File: src/rtl/line_buf_ctrl.sv
// -----------------------------------------------------------------------------
// line_buf_ctrl
//
// Purpose:
//     Controller for a two-line buffer that turns a raster pixel stream into
//     3-row vertical windows (rows n-2, n-1, n) one column at a time. Two
//     external single-port RAMs of depth IMG_W hold the two previous lines;
//     the incoming line overwrites the older of the two while both are read
//     at the same column address.
//
// Ports:
//     clk, rst             clock and asynchronous active-high reset
//     in_sof, in_valid     start-of-frame qualifier and pixel strobe
//     in_data              raw pixel
//     ram_addr             shared column address for both RAMs
//     ram_wr_en            per-RAM write enable (bit = RAM index)
//     ram_wr_data          write data common to both RAMs
//     ram_rd_en            read enable common to both RAMs
//     ram_rd_data0/1       RAM read data, one-cycle latency
//     out_valid            window column valid
//     out_top/mid/bot      rows n-2 / n-1 / n of the same column
//     out_col              column of the current window
//     out_win_ok           window is complete (row >= 2)
//     out_err              one-cycle pulse when in_sof arrives mid-line
//     out_eof              (LB_EOF_EN only) pulses with the last pixel of frame
//
// Configuration:
//     LB_EOF_EN  when defined, adds out_eof and returns to IDLE at the end of
//                each IMG_H-line frame; otherwise RUN persists across frames.
// -----------------------------------------------------------------------------
module line_buf_ctrl #(
    parameter int WIDTH = 8,
    parameter int IMG_W = 1024,
    parameter int IMG_H = 768,
    localparam int A_WID = $clog2(IMG_W)
) (
    input  logic             clk,
    input  logic             rst,
    input  logic             in_sof,
    input  logic             in_valid,
    input  logic [WIDTH-1:0] in_data,
    output logic [A_WID-1:0] ram_addr,
    output logic [1:0]       ram_wr_en,
    output logic [WIDTH-1:0] ram_wr_data,
    output logic             ram_rd_en,
    input  logic [WIDTH-1:0] ram_rd_data0,
    input  logic [WIDTH-1:0] ram_rd_data1,
    output logic             out_valid,
    output logic [WIDTH-1:0] out_top,
    output logic [WIDTH-1:0] out_mid,
    output logic [WIDTH-1:0] out_bot,
    output logic [A_WID-1:0] out_col,
    output logic             out_win_ok,
`ifdef LB_EOF_EN
    output logic             out_eof,
`endif
    output logic             out_err
);

    // Row counter needs at least two bits so "row >= 2" is representable.
    localparam int ROW_W = (IMG_H > 4) ? $clog2(IMG_H) : 2;

    typedef enum logic [1:0] {
        IDLE,
        FILL,
        RUN
    } state_t;

    state_t             state_q, state_d;
    logic [A_WID-1:0]   col_q, col_d;
    logic [ROW_W-1:0]   row_q, row_d;
    logic               wsel_q, wsel_d;
    logic               rdSel_q;
    logic               outValid_q;
    logic [WIDTH-1:0]   outBot_q;
    logic [A_WID-1:0]   outCol_q;
    logic               winOk_q;
    logic               err_q;
    logic               eof_q;

    logic               sofHit;
    logic               accept;
    logic               lastCol;
    logic [A_WID-1:0]   colEff;
    logic               wselEff;
    logic               winHit;
    logic               errHit;
    logic               eofHit;

    // A start-of-frame pixel is always taken as column 0 of a fresh frame
    // written into RAM 0, so address and select are overridden for it before
    // the registered counters have caught up.
    always_comb begin
        sofHit  = in_valid & in_sof;
        accept  = in_valid & ((state_q != IDLE) | in_sof);
        lastCol = (col_q == A_WID'(IMG_W - 1));
        colEff  = sofHit ? '0 : col_q;
        wselEff = sofHit ? 1'b0 : wsel_q;
        winHit  = accept & ~sofHit & (state_q == RUN);
        errHit  = sofHit & (state_q != IDLE) & (col_q != '0);
    end

    // RAM side is purely combinational from the current pixel. Reading and
    // writing the same address in one cycle relies on the RAM returning the
    // old contents, which is exactly the row two lines back.
    always_comb begin
        ram_addr    = colEff;
        ram_wr_data = in_data;
        ram_rd_en   = accept & ~rst;
        ram_wr_en   = 2'b00;
        if (accept && !rst) begin
            ram_wr_en[wselEff] = 1'b1;
        end
    end

    // Next-state logic: column/row/write-select bookkeeping and the
    // IDLE -> FILL -> RUN progression. in_sof takes priority over a wrap.
    always_comb begin
        state_d = state_q;
        col_d   = col_q;
        row_d   = row_q;
        wsel_d  = wsel_q;
        eofHit  = 1'b0;
        if (sofHit) begin
            state_d = FILL;
            col_d   = A_WID'(1);
            row_d   = '0;
            wsel_d  = 1'b0;
        end else if (accept) begin
            if (lastCol) begin
                col_d  = '0;
                row_d  = (&row_q) ? row_q : row_q + ROW_W'(1);
                wsel_d = ~wsel_q;
                if (state_q == FILL && row_q == ROW_W'(1)) begin
                    state_d = RUN;
                end
`ifdef LB_EOF_EN
                if (row_q == ROW_W'(IMG_H - 1)) begin
                    eofHit  = 1'b1;
                    state_d = IDLE;
                end
`endif
            end else begin
                col_d = col_q + A_WID'(1);
            end
        end
    end

    // State and position registers.
    always_ff @(posedge clk or posedge rst) begin
        if (rst) begin
            state_q <= IDLE;
            col_q   <= '0;
            row_q   <= '0;
            wsel_q  <= 1'b0;
        end else begin
            state_q <= state_d;
            col_q   <= col_d;
            row_q   <= row_d;
            wsel_q  <= wsel_d;
        end
    end

    // Output pipeline: everything lines up with the RAM read data, which
    // arrives one cycle after the pixel that addressed it.
    always_ff @(posedge clk or posedge rst) begin
        if (rst) begin
            rdSel_q    <= 1'b0;
            outValid_q <= 1'b0;
            outBot_q   <= '0;
            outCol_q   <= '0;
            winOk_q    <= 1'b0;
            err_q      <= 1'b0;
            eof_q      <= 1'b0;
        end else begin
            outValid_q <= accept;
            winOk_q    <= winHit;
            err_q      <= errHit;
            eof_q      <= eofHit;
            if (accept) begin
                rdSel_q  <= wselEff;
                outBot_q <= in_data;
                outCol_q <= colEff;
            end
        end
    end

    // The RAM being overwritten holds row n-2; the other holds row n-1.
    // Both are forced to zero while reset is held so the window stays quiet.
    always_comb begin
        out_top = '0;
        out_mid = '0;
        if (!rst) begin
            out_top = rdSel_q ? ram_rd_data1 : ram_rd_data0;
            out_mid = rdSel_q ? ram_rd_data0 : ram_rd_data1;
        end
    end

    assign out_valid  = outValid_q;
    assign out_bot    = outBot_q;
    assign out_col    = outCol_q;
    assign out_win_ok = winOk_q;
    assign out_err    = err_q;
`ifdef LB_EOF_EN
    assign out_eof    = eof_q;
`else
    logic unusedEof;
    assign unusedEof = eof_q;
`endif

endmodule

File: config.mk
export PLATFORM = sky130hd
export DESIGN_NAME = line_buf_ctrl
export DESIGN_NICKNAME = d
export VERILOG_FILES = /design/src/rtl/line_buf_ctrl.sv
export SDC_FILE = /design/constraint.sdc
export NUM_CORES = 1
export LEC_CHECK = 0
export ABC_AREA = 0
export CAP_MARGIN = 20
export CELL_PAD_IN_SITES_DETAIL_PLACEMENT = 1
export CELL_PAD_IN_SITES_GLOBAL_PLACEMENT = 2
export CORE_MARGIN = 2
export CORE_UTILIZATION = 24
export CTS_CLUSTER_DIAMETER = 60
export DETAILED_ROUTE_END_ITERATION = 7
export PLACE_DENSITY = 0.79
export RECOVER_POWER = 50
export SLEW_MARGIN = 15
export SYNTH_ARGS = -nofsm -noshare
export SYNTH_HDL_FRONTEND = slang
export SYNTH_SLANG_ARGS = --single-unit
File: constraint.sdc
create_clock -name clk -period 2.9 [get_ports clk]
set_input_delay 0.87 -clock clk [delete_from_list [all_inputs] [get_ports clk]]
set_output_delay 0.87 -clock clk [all_outputs]
set_load 0.05 [all_outputs]
# == Word-level counts from Yosys, hierarchy flattened ==
# Index checks and enable logic that the tools add are counted.
# totals
regBits,45
in_bits,28
# op_classes
add_sub_neg,2
n_lt_le_gt_ge,2
n_eq_ne,5
mux,23
n_bitwise,11
reduce_logical,13
# op_table
cell,n
10-bit two-way mux,8
8-bit two-way mux,4
"10-bit by 1-bit adder with 10-bit output, second input constant",2
"10-bit by 1-bit equality test with 1-bit output, second input constant",1
"10-bit equality test, second input constant",1
2-bit two-way mux,5
10-bit AND reduction,1
10-bit nonzero test,1
2-bit nonzero test,4
1-bit AND,7
3-bit AND reduction,2
1-bit two-way mux,5
1-bit logical AND,3
1-bit inverter,3
"2-bit by 1-bit equality test with 1-bit output, second input constant",1
"2-bit equality test, second input constant",1
"1-bit by 2-bit < comparator with 1-bit output, second input constant",1
"2-bit != test, second input constant",1
2-bit AND reduction,1
1-bit demux with 1-bit select,1
"1-bit >= comparator, second input constant",1
1-bit zero test,1
1-bit OR,1

# == Longest topological paths before layout ==
# depth
ltp_word,7
mapped_depth,6
mapped_depth_nobuf,5

# == Least setup slack after synthesis ==
# OpenSTA, ideal clock, no wires.
# synth_timing
kind,input -> output
from,input in_sof
to,output ram_wr_en[1]
arrival_ns,2.528
t_required_ns,2.030
path_slack_ns,-0.498
cell_stages,4
cell_sequence,o31ai_1 -> clkbuf_1 -> clkbuf_1 -> nor3_1
# synth_between
elab_chain_len,7
word_cells_on_any_way,11
cone_classes,order compare: 2; mux: 4; bitwise: 3; reduce/logical: 2
# synth_lines
element,line,source
"start, declared",39,"input logic in_sof,"
1-bit AND,94,sofHit = in_valid & in_sof;
1-bit two-way mux,98,wselEff = sofHit ? 1'b0 : wsel_q;
1-bit by 2-bit < comparator with 1-bit output (implied by the code) or 1-bit >= comparator (tied branches),112,ram_wr_en[wselEff] = 1'b1;
1-bit logical AND (implied by the code),112,
1-bit two-way mux (implied by the code),112,
1-bit demux with 1-bit select,112,
2-bit two-way mux (*),111,if (accept && !rst) begin
"end, declared",43,"output logic [1:0] ram_wr_en,"
# Mark *: on every way between the ends. The rest lies on a longest branch, timed or not.

# == Worst setup path in the final report ==
# layout_timing
from,input rst
to,output out_mid[4]
# layout_between
elab_chain_len,1
# layout_lines
element,line,source
"start, declared",38,"input logic rst,"
8-bit two-way mux,193,if (!rst) begin
"end, declared",50,"output logic [WIDTH-1:0] out_mid,"
# Every way passes these cells.

==> metrics.txt <==
flops & latches, synth=45; Final #Nets=394; CP max FO=14; Die H=106 µm; clk_skew=6.53 ps; Worst Setup End Kind=output port; share of cells above drive strength 1=22.9%; syn_nets=303; arrival time worst endpoint=2000 ps; final slew viol count=0; Max Freq=349 MHz; DR vias/cell=4.69; clk_lat worst skew=290 ps; synthesis-to-finish area growth=58.4%; CTS clock-pin slew for the worst setup and hold paths=90 ps; Synth Flop Type=dfrtp_1; Clock Sinks=45; largest cells by area after synthesis=dfrtp_1 45%, mux2i_1 6.4%, nand2_1 5.5%; Rows=37; fraction of registers with async set/reset=100%; Pleak=1.70 nW; first-pass GRT wire length=12500 µm; RSZ-0062 raised after global routing=yes; initial antenna violation count=0; Synth Area in XOR/XNOR=2.44%; placed cells=491; post-route ant nets=0; final setup violation count=0; Setup TNS Final=0 ps; status=completed; cts bufs inserted=5; Initial Util=24.6%; Die X=106 µm; Synth top area share=44.8%; pwr dens=493 nW/µm²; largest net degree at the start of global routing=34; Adder-Cell Fraction of Synth Area=1.99%; GP Congestion=0.779; Post-synth EDFFs=0; CTS tree=yes; DRC=0; Startpoint Class=primary input; final std cells w/o fill=499; Synth Area in Simple Gates=23.6%; mux contribution to synthesized area=11.3%; VDD IR-drop max=0.000453 V; critical path required time=2030 ps; Root Driver=clkbuf_8; antenna diode count=0; Synth Area per Inst=9.27 µm²; via count=2342; Setup WS post-layout=31.1 ps; gr usage total=13.8%; register area share after synthesis=44.8%; Yosys cell types=40; main combinational cell family by area after synthesis=simple AND/OR/NAND/NOR gates; floorplan core area=10200 µm²; wire per inst=14.9 µm; Final period util=98.9%; normalized max-slew margin=43.2%; clk buf depth=2; Tot Pwr=1.96 mW; initial DRC count=98; total grt overflow=0; number of port buffers=85; Max Cap Violations=0; I/O Pins=86; Die ar.=11300 µm²; pre-CTS WS=-205 ps; crit path time final=2870 ps; DPL Wire Length=5770 µm; cell with the most instances after synthesis=dfrtp_1; DRT Pass-1 Iters=4; worst slew pin tran=852 ps; Final Hold Viols=0; commonest cells in the netlist=45 x dfrtp_1, 37 x nand2_1, 37 x nor2_1, 16 x mux2i_1; Post-CTS Setup Inserts=0; Synth Cell Area=2510 µm²; Yosys warning total=0; CP Class=primary input to output port; Post-Syn Instances=271; Synth Area in Compound Gates=9.16%; vias in the first global route=2507; largest area contributor in the netlist=dfrtp_1; hold crit path type=flop to flop; drt total wl=7450 µm; H-tree depth=2
-- worst max-delay path: stages --
cell and delay, ps:
clkdlybuf4s50_1 500, buf_4 240, nor2_1 210, buf_12 170
-- stage by stage --
stage	cell area [µm²]	hold slack (ps)	utilization, %
global route	3980	512	38.9
floorplan	2530	485	-
finish	3980	486	38.9
global placement	3890	459	38.0
CTS	4020	492	39.2
detailed placement	3890	471	38.0
-- layout by cell type, fill, tap and decap left out, types with 2 or more instances in the layout --
cell             Yosys  routed
clkdlybuf4s50_1      0      46
dfrtp_1             45      45
nand2_1             37      37
nor2_1              37      33
buf_12               0      31
buf_4                8      17
mux2i_1             16      16
mux2_2              11      11
nor3_1              10       9
inv_1                8       8
nand3_1              7       7
a21oi_1              7       7
clkbuf_1            11       7
nand4_1              6       6
and2_1               8       6
nor4_1               6       6
a31oi_1              6       6
clkbuf_8             2       6
o21ai_0              5       5
xnor2_1              5       5
or4_1                4       4
nor2_2               0       4
ha_1                 4       4
o31ai_1              4       3
and2_2               1       3
a21o_1               2       2
or3_2                2       2
a211oi_1             2       2
xor2_1               2       2
a41o_1               2       2
dlygate4sd2_1        0       2
buf_6                0       2
-- final cells by class --
class | instances | area [µm²]
Clock inverter | 1 | 30.0
Tap cell | 136 | 170
Fill cell | 1148 | 6250
Inverter | 9 | 33.8
Clock buffer | 7 | 86.3
Sequential cell | 45 | 1130
Multi-Input combinational cell | 195 | 1250
Timing Repair Buffer | 106 | 1280
-- metal layers --
| layer | vias to the layer above | global-route usage [%] | share of wire (%) |
|---|---|---|---|
| li1 | 1127 | - | - |
| met2 | 50 | 24.9 | 52 |
| met5 | - | 0 | 0 |
| met4 | 0 | 3.10 | 1.1 |
| met1 | 1157 | 16.9 | 43 |
| met3 | 8 | 2.51 | 3.9 |
-- worst paths after layout --
check	from	endpoint	slack [ps]	cells after the start
min in group asynchronous	rst	row_q[3]	1190	3
min	out_bot[4]	out_bot[4]	490	2
min reg2reg	out_bot[4]	out_bot[4]	490	2
max reg2reg	col_q[1]	row_q[7]	570	6
max in group asynchronous	rst	out_bot[3]	510	4
max	rst	out_mid[4]	30	4
-- flip-flops by register name, indices dropped and copies added (netlist names) --
signal,count
col_q,10
out_bot,8
out_col,10
out_err,1
out_valid,1
out_win_ok,1
rdSel_q,1
row_q,10
state_q,2
wsel_q,1
-- where the power goes --
part | switching [mW] | internal [mW]
logic | 0.431 | 0.291
registers | 0.0597 | 0.685
clock network | 0.213 | 0.281
-- what timing repair did --
item / 4_1_cts / 5_1_grt
setup endpoints to repair: 13 / 10
pin swaps: 1 / 0
hold buffers: 0 / 0
resized for setup: 7 / 2
-- logic make-up (layout without fill, tap and decap cells) --
group	count (synthesis)	after routing
compound gates	34	34
flops	45	45
fa+ha+maj	4	4
simple gates	123	123
xor+xnor	7	7
buf+inv	31	123
mux	27	27
Power figures use the tool's default switching activity.
